$ cat config.mk
export PLATFORM = sky130hd
export DESIGN_NAME = rpt_event_log
export DESIGN_NICKNAME = d
export VERILOG_FILES = /design/src/rtl/rpt_event_log.sv
export SDC_FILE = /design/constraint.sdc
export NUM_CORES = 1
export LEC_CHECK = 0
export ABC_AREA = 1
export CAP_MARGIN = 20
export CORE_MARGIN = 2
export CORE_UTILIZATION = 40
export CTS_BUF_LIST = sky130_fd_sc_hd__clkbuf_2
export CTS_CLUSTER_DIAMETER = 120
export CTS_CLUSTER_SIZE = 8
export DETAILED_ROUTE_END_ITERATION = 16
export GPL_ROUTABILITY_DRIVEN = 0
export GPL_TIMING_DRIVEN = 0
export PLACE_DENSITY = 0.64
export SLEW_MARGIN = 20
export SYNTH_ARGS = -nofsm -noshare
export SYNTH_HDL_FRONTEND = slang
export SYNTH_SLANG_ARGS = --single-unit
$ cat constraint.sdc
create_clock -name clk_i -period 2 [get_ports clk_i]
set_input_delay 0.5 -clock clk_i [delete_from_list [all_inputs] [get_ports clk_i]]
set_output_delay 0.5 -clock clk_i [all_outputs]
set_load 0.03 [all_outputs]
$ cat src/rtl/rpt_event_log.sv
// rpt_event_log: saturating per-type event counters, timestamped severity-filtered log FIFO, and STOP/EXIT halt FSM.
module rpt_event_log #(
    parameter int DEPTH = 8,
    parameter int TS_W  = 16,
    parameter int CNT_W = 16
) (
    input  logic             clk_i,
    input  logic             rstn_i,
    input  logic             evt_valid_i,
    input  logic [1:0]       evt_type_i,
    input  logic [1:0]       evt_sev_i,
    input  logic [1:0]       evt_act_i,
    input  logic [7:0]       evt_src_i,
    input  logic [1:0]       thr_i,
    input  logic             clr_i,
    input  logic             resume_i,
    input  logic [1:0]       cnt_sel_i,
    output logic [CNT_W-1:0] cnt_o,
    output logic [7:0]       drop_cnt_o,
    output logic             log_valid_o,
    output logic [TS_W+11:0] log_data_o,
    input  logic             log_pop_i,
    output logic             stop_o,
    output logic             exit_o
);
    localparam int AW = $clog2(DEPTH);
    typedef enum logic [1:0] {RUN, STOPPED, EXITED} state_t;
    state_t state, state_nxt;
    logic [TS_W-1:0]  ts;
    logic [CNT_W-1:0] cnt [4];
    logic [7:0]       drop_cnt;
    logic [TS_W+11:0] mem [DEPTH];
    logic [AW:0]      wr_ptr, rd_ptr;
    logic accepted, logged, is_stop, is_exit, empty, full, pop, push, drop;
    always_comb begin
        accepted = evt_valid_i && state != EXITED && !clr_i;
        logged   = accepted && (evt_sev_i > thr_i);
        is_stop  = logged && evt_act_i == 2'd1;
        is_exit  = logged && evt_act_i == 2'd2;
        empty    = wr_ptr == rd_ptr;
        full     = (wr_ptr[AW] != rd_ptr[AW]) && (wr_ptr[AW-1:0] == rd_ptr[AW-1:0]);
        pop      = log_pop_i && !empty && !clr_i;
        push     = logged && (!full || pop);
        drop     = logged && full && !pop;
    end
    // A clear freezes the state; a STOP racing a resume keeps the block stopped.
    always_comb begin
        state_nxt = state;
        if (!clr_i)
            case (state)
                RUN:     state_nxt = is_exit ? EXITED : is_stop ? STOPPED : RUN;
                STOPPED: state_nxt = is_exit ? EXITED : is_stop ? STOPPED : resume_i ? RUN : STOPPED;
                default: state_nxt = EXITED;
            endcase
    end
    always_ff @(posedge clk_i or negedge rstn_i) begin
        if (!rstn_i) begin
            state    <= RUN;
            ts       <= '0;
            drop_cnt <= '0;
            wr_ptr   <= '0;
            rd_ptr   <= '0;
            for (int i = 0; i < 4; i++) cnt[i] <= '0;
            for (int i = 0; i < DEPTH; i++) mem[i] <= '0;
        end else begin
            state <= state_nxt;
            ts    <= ts + 1'b1;
            if (clr_i) begin
                drop_cnt <= '0;
                wr_ptr   <= '0;
                rd_ptr   <= '0;
                for (int i = 0; i < 4; i++) cnt[i] <= '0;
            end else begin
                if (accepted && cnt[evt_type_i] != '1) cnt[evt_type_i] <= cnt[evt_type_i] + 1'b1;
                if (pop) rd_ptr <= rd_ptr + 1'b1;
                if (push) begin
                    mem[wr_ptr[AW-1:0]] <= {ts, evt_src_i, evt_type_i, evt_sev_i};
                    wr_ptr <= wr_ptr + 1'b1;
                end
                if (drop && drop_cnt != 8'hFF) drop_cnt <= drop_cnt + 1'b1;
            end
        end
    end
    assign cnt_o       = cnt[cnt_sel_i];
    assign drop_cnt_o  = drop_cnt;
    assign log_valid_o = !empty;
    assign log_data_o  = mem[rd_ptr[AW-1:0]];
    assign stop_o      = state == STOPPED;
    assign exit_o      = state == EXITED;
endmodule
# Word level (Yosys, flattened, before mapping)
# Cells that the tools add are included.
dict set report totals {
  register_bits 322
  wordCells 99
  mem_bits_rw 0
  in_bits 24
  n_memories 0
  output_inout_bits 55
  latchBits 0
  romBits 0
}
dict set report classes {
  mul 0
  bitwise_logic 5
  n_div 0
  n_eq_ne 10
  mux 29
  shift 0
  magnitude_cmp 7
  addsub 5
  n_reduce_logical 26
}
# cell n
set op_table {}
lappend op_table {{bitwise mux 224 bit} 1}
lappend op_table {{2-to-1 mux 64 bit} 2}
lappend op_table {{binary-select mux 28 bit (select 3 bit)} 1}
lappend op_table {{demux 28 bit (select 3 bit)} 1}
lappend op_table {{2-to-1 mux 28 bit} 3}
lappend op_table {{2-to-1 mux 16 bit} 5}
lappend op_table {{binary-select mux 16 bit (select 2 bit)} 2}
lappend op_table {{bitwise mux 64 bit} 1}
lappend op_table {{adder 16 x 1 -> 16 bit (second input constant)} 2}
lappend op_table {{demux 16 bit (select 2 bit)} 1}
lappend op_table {{2-to-1 mux 4 bit} 4}
lappend op_table {{2-to-1 mux 8 bit} 2}
lappend op_table {{!= test 16 bit (second input constant)} 1}
lappend op_table {{logical AND 1 bit} 15}
lappend op_table {{adder 4 x 1 -> 4 bit (second input constant)} 2}
lappend op_table {{adder 8 x 1 -> 8 bit (second input constant)} 1}
lappend op_table {{greater-or-equal comparator 4 bit (second input constant)} 2}
lappend op_table {{!= test 8 bit (second input constant)} 1}
lappend op_table {{inverter 3 -> 4 bit} 2}
lappend op_table {{nonzero test 2 bit} 4}
lappend op_table {{greater-or-equal comparator 3 bit (second input constant)} 2}
lappend op_table {{inverter 2 -> 3 bit} 2}
lappend op_table {{== test 2 x 1 -> 1 bit (second input constant)} 2}
lappend op_table {{== test 2 bit (second input constant)} 2}
lappend op_table {{15 further kinds} 21}

# Depth between registers and ports, before layout
dict set report logic_depth {
  word_depth 9
  mapped_depth 19
}

# Worst setup path after synthesis
# No wires, ideal clock.
dict set report synth_timing {
  kind {register to output}
  startpoint {reg rd_ptr[0]}
  endpoint {out log_data_o[10]}
  required_time_ns 1.500
  arrival_ns 1.954
  stages_incl_launch_ff 9
  setup_slack_ns -0.454
  path_cell_list {dfrtp_1 -> buf_2 -> inv_1 -> clkbuf_1 -> clkbuf_1 -> nor2_1 -> o22ai_1 -> nor2_1 -> a31oi_1}
}
dict set report synth_between {
  elab_chain_len 4
}
# element line_no
set synth_lines {}
lappend synth_lines {{from (decl)} 33} ;# logic [AW:0] wr_ptr, rd_ptr;
lappend synth_lines {{from (signal assigned)} 75} ;# if (pop) rd_ptr <= rd_ptr + 1'b1;
lappend synth_lines {{inverter 3 -> 4 bit (implied by the code)} 87} ;# assign log_data_o = mem[rd_ptr[AW-1:0]];
lappend synth_lines {{binary-select mux 28 bit (select 3 bit)} 87}
lappend synth_lines {{2-to-1 mux 28 bit (implied by the code) (2 in series)} 87}
lappend synth_lines {{to (decl)} 21} ;# output logic [TS_W+11:0] log_data_o,
# No other way between the ends. The select of a mux whose other input is x is not followed.

# Worst setup path after layout
dict set report layout_timing {
  startpoint {reg rd_ptr[0]}
  endpoint {out log_data_o[27]}
}
# The elaborated chain is that of the path after synthesis.

==> impl_metrics.json <==
{
  "clock.fmax_ghz": 0.304,
  "post-route-period-util_pct": 164,
  "vdd_ir_drop_max_mv": 0.356,
  "area_delta_synth_final_pct": 39.5,
  "cp_common_cell": "buf_6",
  "ios": 79,
  "syn_area_per_cell_um2": 7.82,
  "gr-usage-all-layers_pct": 26.6,
  "hold_class": "input pin to register",
  "swShare_pct": 32.7,
  "finClkSkew_ns": 0.0911,
  "post_dp_cell_area_um2": 18100,
  "cp-end-kind": "output pin",
  "routedWlPerCell_um": 21.1,
  "setup_viol": 357,
  "grt_pass1_wl_um": 85500,
  "critPathKind": "register to output pin",
  "grt_max_degree": 91,
  "critical_path_buf_inv_count": 5,
  "cts_max_path_buffers": 3,
  "via_count": 16100,
  "r2r_cells": 14,
  "die_h_um": 203,
  "num-nets-final": 2371,
  "cp.depth": 9,
  "syn_nets": 2066,
  "path_clk_slew_ns": 0.17,
  "syn-cell-area_um2": 15900,
  "required_ns": 1.50,
  "hold_start": "evt_act_i[1]",
  "ys_seq_elements": 322,
  "clock-sinks": 322,
  "dr.pass1.iters": 8,
  "finalHoldViolCount": 0,
  "r2r_slack_ns": -0.39,
  "post-route-util_pct": 56.3,
  "critical_path.max_fanout": 7,
  "worstPathArrival_ns": 2.79,
  "wirelength_um": 60700,
  "die_w_um": 203,
  "crit-reg2reg-launch": "rd_ptr[0]",
  "yosys_warnings": 0,
  "total_power_mw": 12.8,
  "final_layout_size_suffix_gt1_share_pct": 27.2,
  "setup_slack_ns": -1.29,
  "tightest_slew_ns": 0.912,
  "seqPwrFrac_pct": 52.7,
  "violations": "setup timing",
  "antenna_found_initial": 2,
  "final_common_cell": "nand2_1",
  "via_per_inst": 5.63,
  "dp_slack_ns": -1.46,
  "slowest_stage": "dfrtp_1",
  "ys_types": 33,
  "max_stage_delay_ns": 0.41,
  "insertion_delay_ns": 1.07,
  "dpl.hpwl_um": 35200,
  "r2r_end": "mem[166]",
  "path_delay_family": "buffers and inverters",
  "drv_slew": 0,
  "powerDensity_nw_per_um2": 578,
  "pwr-share-clk_pct": 24.7,
  "die-area_um2": 41400,
  "worst_setup_path_start_kind": "register",
  "start_util_pct": 40.3,
  "num_rows": 73,
  "status": "finished, violations left",
  "ys_seq_area_share_pct": 50.6,
  "maxSlewHeadroom_pct": 39.2,
  "grt_pass1_vias": 15200,
  "cts_buffers": 46,
  "fill_cells": 3426,
  "p_int_mw": 8.63,
  "cp_cell_sequence": "buf_6 -> inv_8 -> clkbuf_8 -> buf_4 -> o21ai_0 -> o22ai_1 -> nor2_1 -> a31oi_4 -> buf_6",
  "core_um2": 39500,
  "min_to": "state[1]",
  "overflow": 0,
  "drt_iter0_markers": 1760,
  "rsz0062_at_grt": "true",
  "hold_depth": 3,
  "maxCapViolCount": 0,
  "final_cell_mix": "nand2_1, dfrtp_1, nor2_1",
  "stdcell_area_um2": 22200,
  "cts_tree": "built",
  "clk_root_buffer_cell": "clkbuf_2",
  "port_buffers": 76,
  "p_switching_mw": 4.20,
  "drc": 0,
  "whs_ns": 0.107,
  "netlist_instances": 2035,
  "p_comb_share_pct": 22.7,
  "period_needed_ns": 3.29,
  "htreeDepth": 2,
  "drtAntennaViolNets": 0,
  "p_leak_nw": 10.5
}
-- logic make-up (layout without fill, tap and decap cells) --
logic type                 Yosys count  after routing  share of synthesized area, %
buffers and inverters              211            517                          6.25
AOI/OAI and AO/OA                  457            457                          14.9
and+or+nand+nor                   1010           1010                          26.1
adders and majority gates            7              7                         0.550
xor gates and xnor gates            28             28                          1.54
DFF                                322            322                          50.6
other                                0              4                             0
-- worst max-delay path by stage --
stage | from | end | slack, ns
6_report | rd_ptr[0] | log_data_o[27] | -1.29
5_1_grt | rd_ptr[0] | log_data_o[27] | -1.35
4_1_cts | rd_ptr[0] | log_data_o[5] | -1.25
3_5_place_dp | cnt_sel_i[0] | cnt_o[11] | -1.46
3_3_place_gp | rstn_i | drop_cnt_o[0] | -13.83
2_1_floorplan | evt_type_i[0] | cnt[51] | -0.29
-- tightest hold or removal path, cell delays in order --
cell	delay, ns
clkdlybuf4s50_1	0.42
nand3_1	0.11
nand2_1	0.05
-- Yosys cell counts --
cell type  number  area (µm²)
nand2_1       560        2100
dfrtp_1       322        8060
o21ai_0       311        1560
nor2_1        278        1040
nand3_1       128         641
inv_1          69         259
clkbuf_1       66         248
o21ai_1        64         320
o22ai_1        41         257
buf_2          31         155
a31oi_1        29         181
buf_4          29         218
xor2_1         23         201
a21oi_1        11        55.1
nor2_4          8        90.1
buf_6           7        78.8
ha_1            7        87.6
nand3_2         7        70.1
nor2_2          7        43.8
nor3_1          7        35.0
nand3b_1        5        37.5
nand4_1         5        31.3
xnor2_1         5        43.8
inv_2           4        15.0
buf_1           2        7.51
clkinv_1        2        7.51
inv_4           1        6.26
nand2_2         1        6.26
nand2_4         1        11.3
nand3_4         1        17.5
nand4_2         1        12.5
nor4_1          1        6.26
o21bai_1        1        7.51
-- cell type report --
cell class	instances	area [µm²]	share of cell area [%]
clock buffer	46	230	1.04
multi-input combinational	1502	8100	36.5
antenna	4	10.0	0.0451
inverter	76	309	1.39
clock inverter	3	46.3	0.209
timing repair buffer	259	3060	13.8
tap	525	657	2.96
buffer	133	1720	7.75
sequential	322	8060	36.3
-- per-stage QoR --
| step | setup TNS [ns] | cells |
|---|---|---|
| after global placement | -4748.38 | 2636 |
| after global routing | -159.54 | 2869 |
| final | -118.56 | 2870 |
| after CTS | -102.16 | 2772 |
| after detailed placement | -317.56 | 2639 |
| after floorplan | -16.18 | 2035 |
-- registers in the layout (all words and copies together), names as in the netlist --
register    cells
mem           224
cnt            64
ts             16
drop_cnt_o      8
rd_ptr          4
wr_ptr          4
state           2
-- routing by layer --
metal  share of wire (%)  vias up  GRT usage, %
met5                   0        -             0
met4                 5.0        0          11.7
met3                 8.2      218          5.13
met2                  48      843          44.5
met1                  39     7784          33.7
li1                    -     7300             -
-- power by group through the flow --
| stage | clock network [mW] | registers, mW | logic (mW) |
|---|---|---|---|
| floorplan | 0 | 6.86 | 1.52 |
| global placement | 0 | 6.88 | 2.41 |
| detailed placement | 0 | 6.87 | 2.45 |
| CTS | 3.19 | 6.75 | 2.75 |
| global route | 3.47 | 6.78 | 3.09 |
| finish | 3.16 | 6.76 | 2.91 |
-- repair_timing --
| action | 4_1_cts | 5_1_grt |
|---|---|---|
| buffers inserted | 71 | 62 |
| hold buffers | 5 | 2 |
| cloned | 8 | 33 |
| endpoints found under the hold margin | 246 | 2 |
| endpoints found under the setup margin | 335 | 361 |
| pin swaps | 43 | 77 |
| resized for setup | 660 | 343 |
Note: power is estimated with default switching activity, not from simulation.
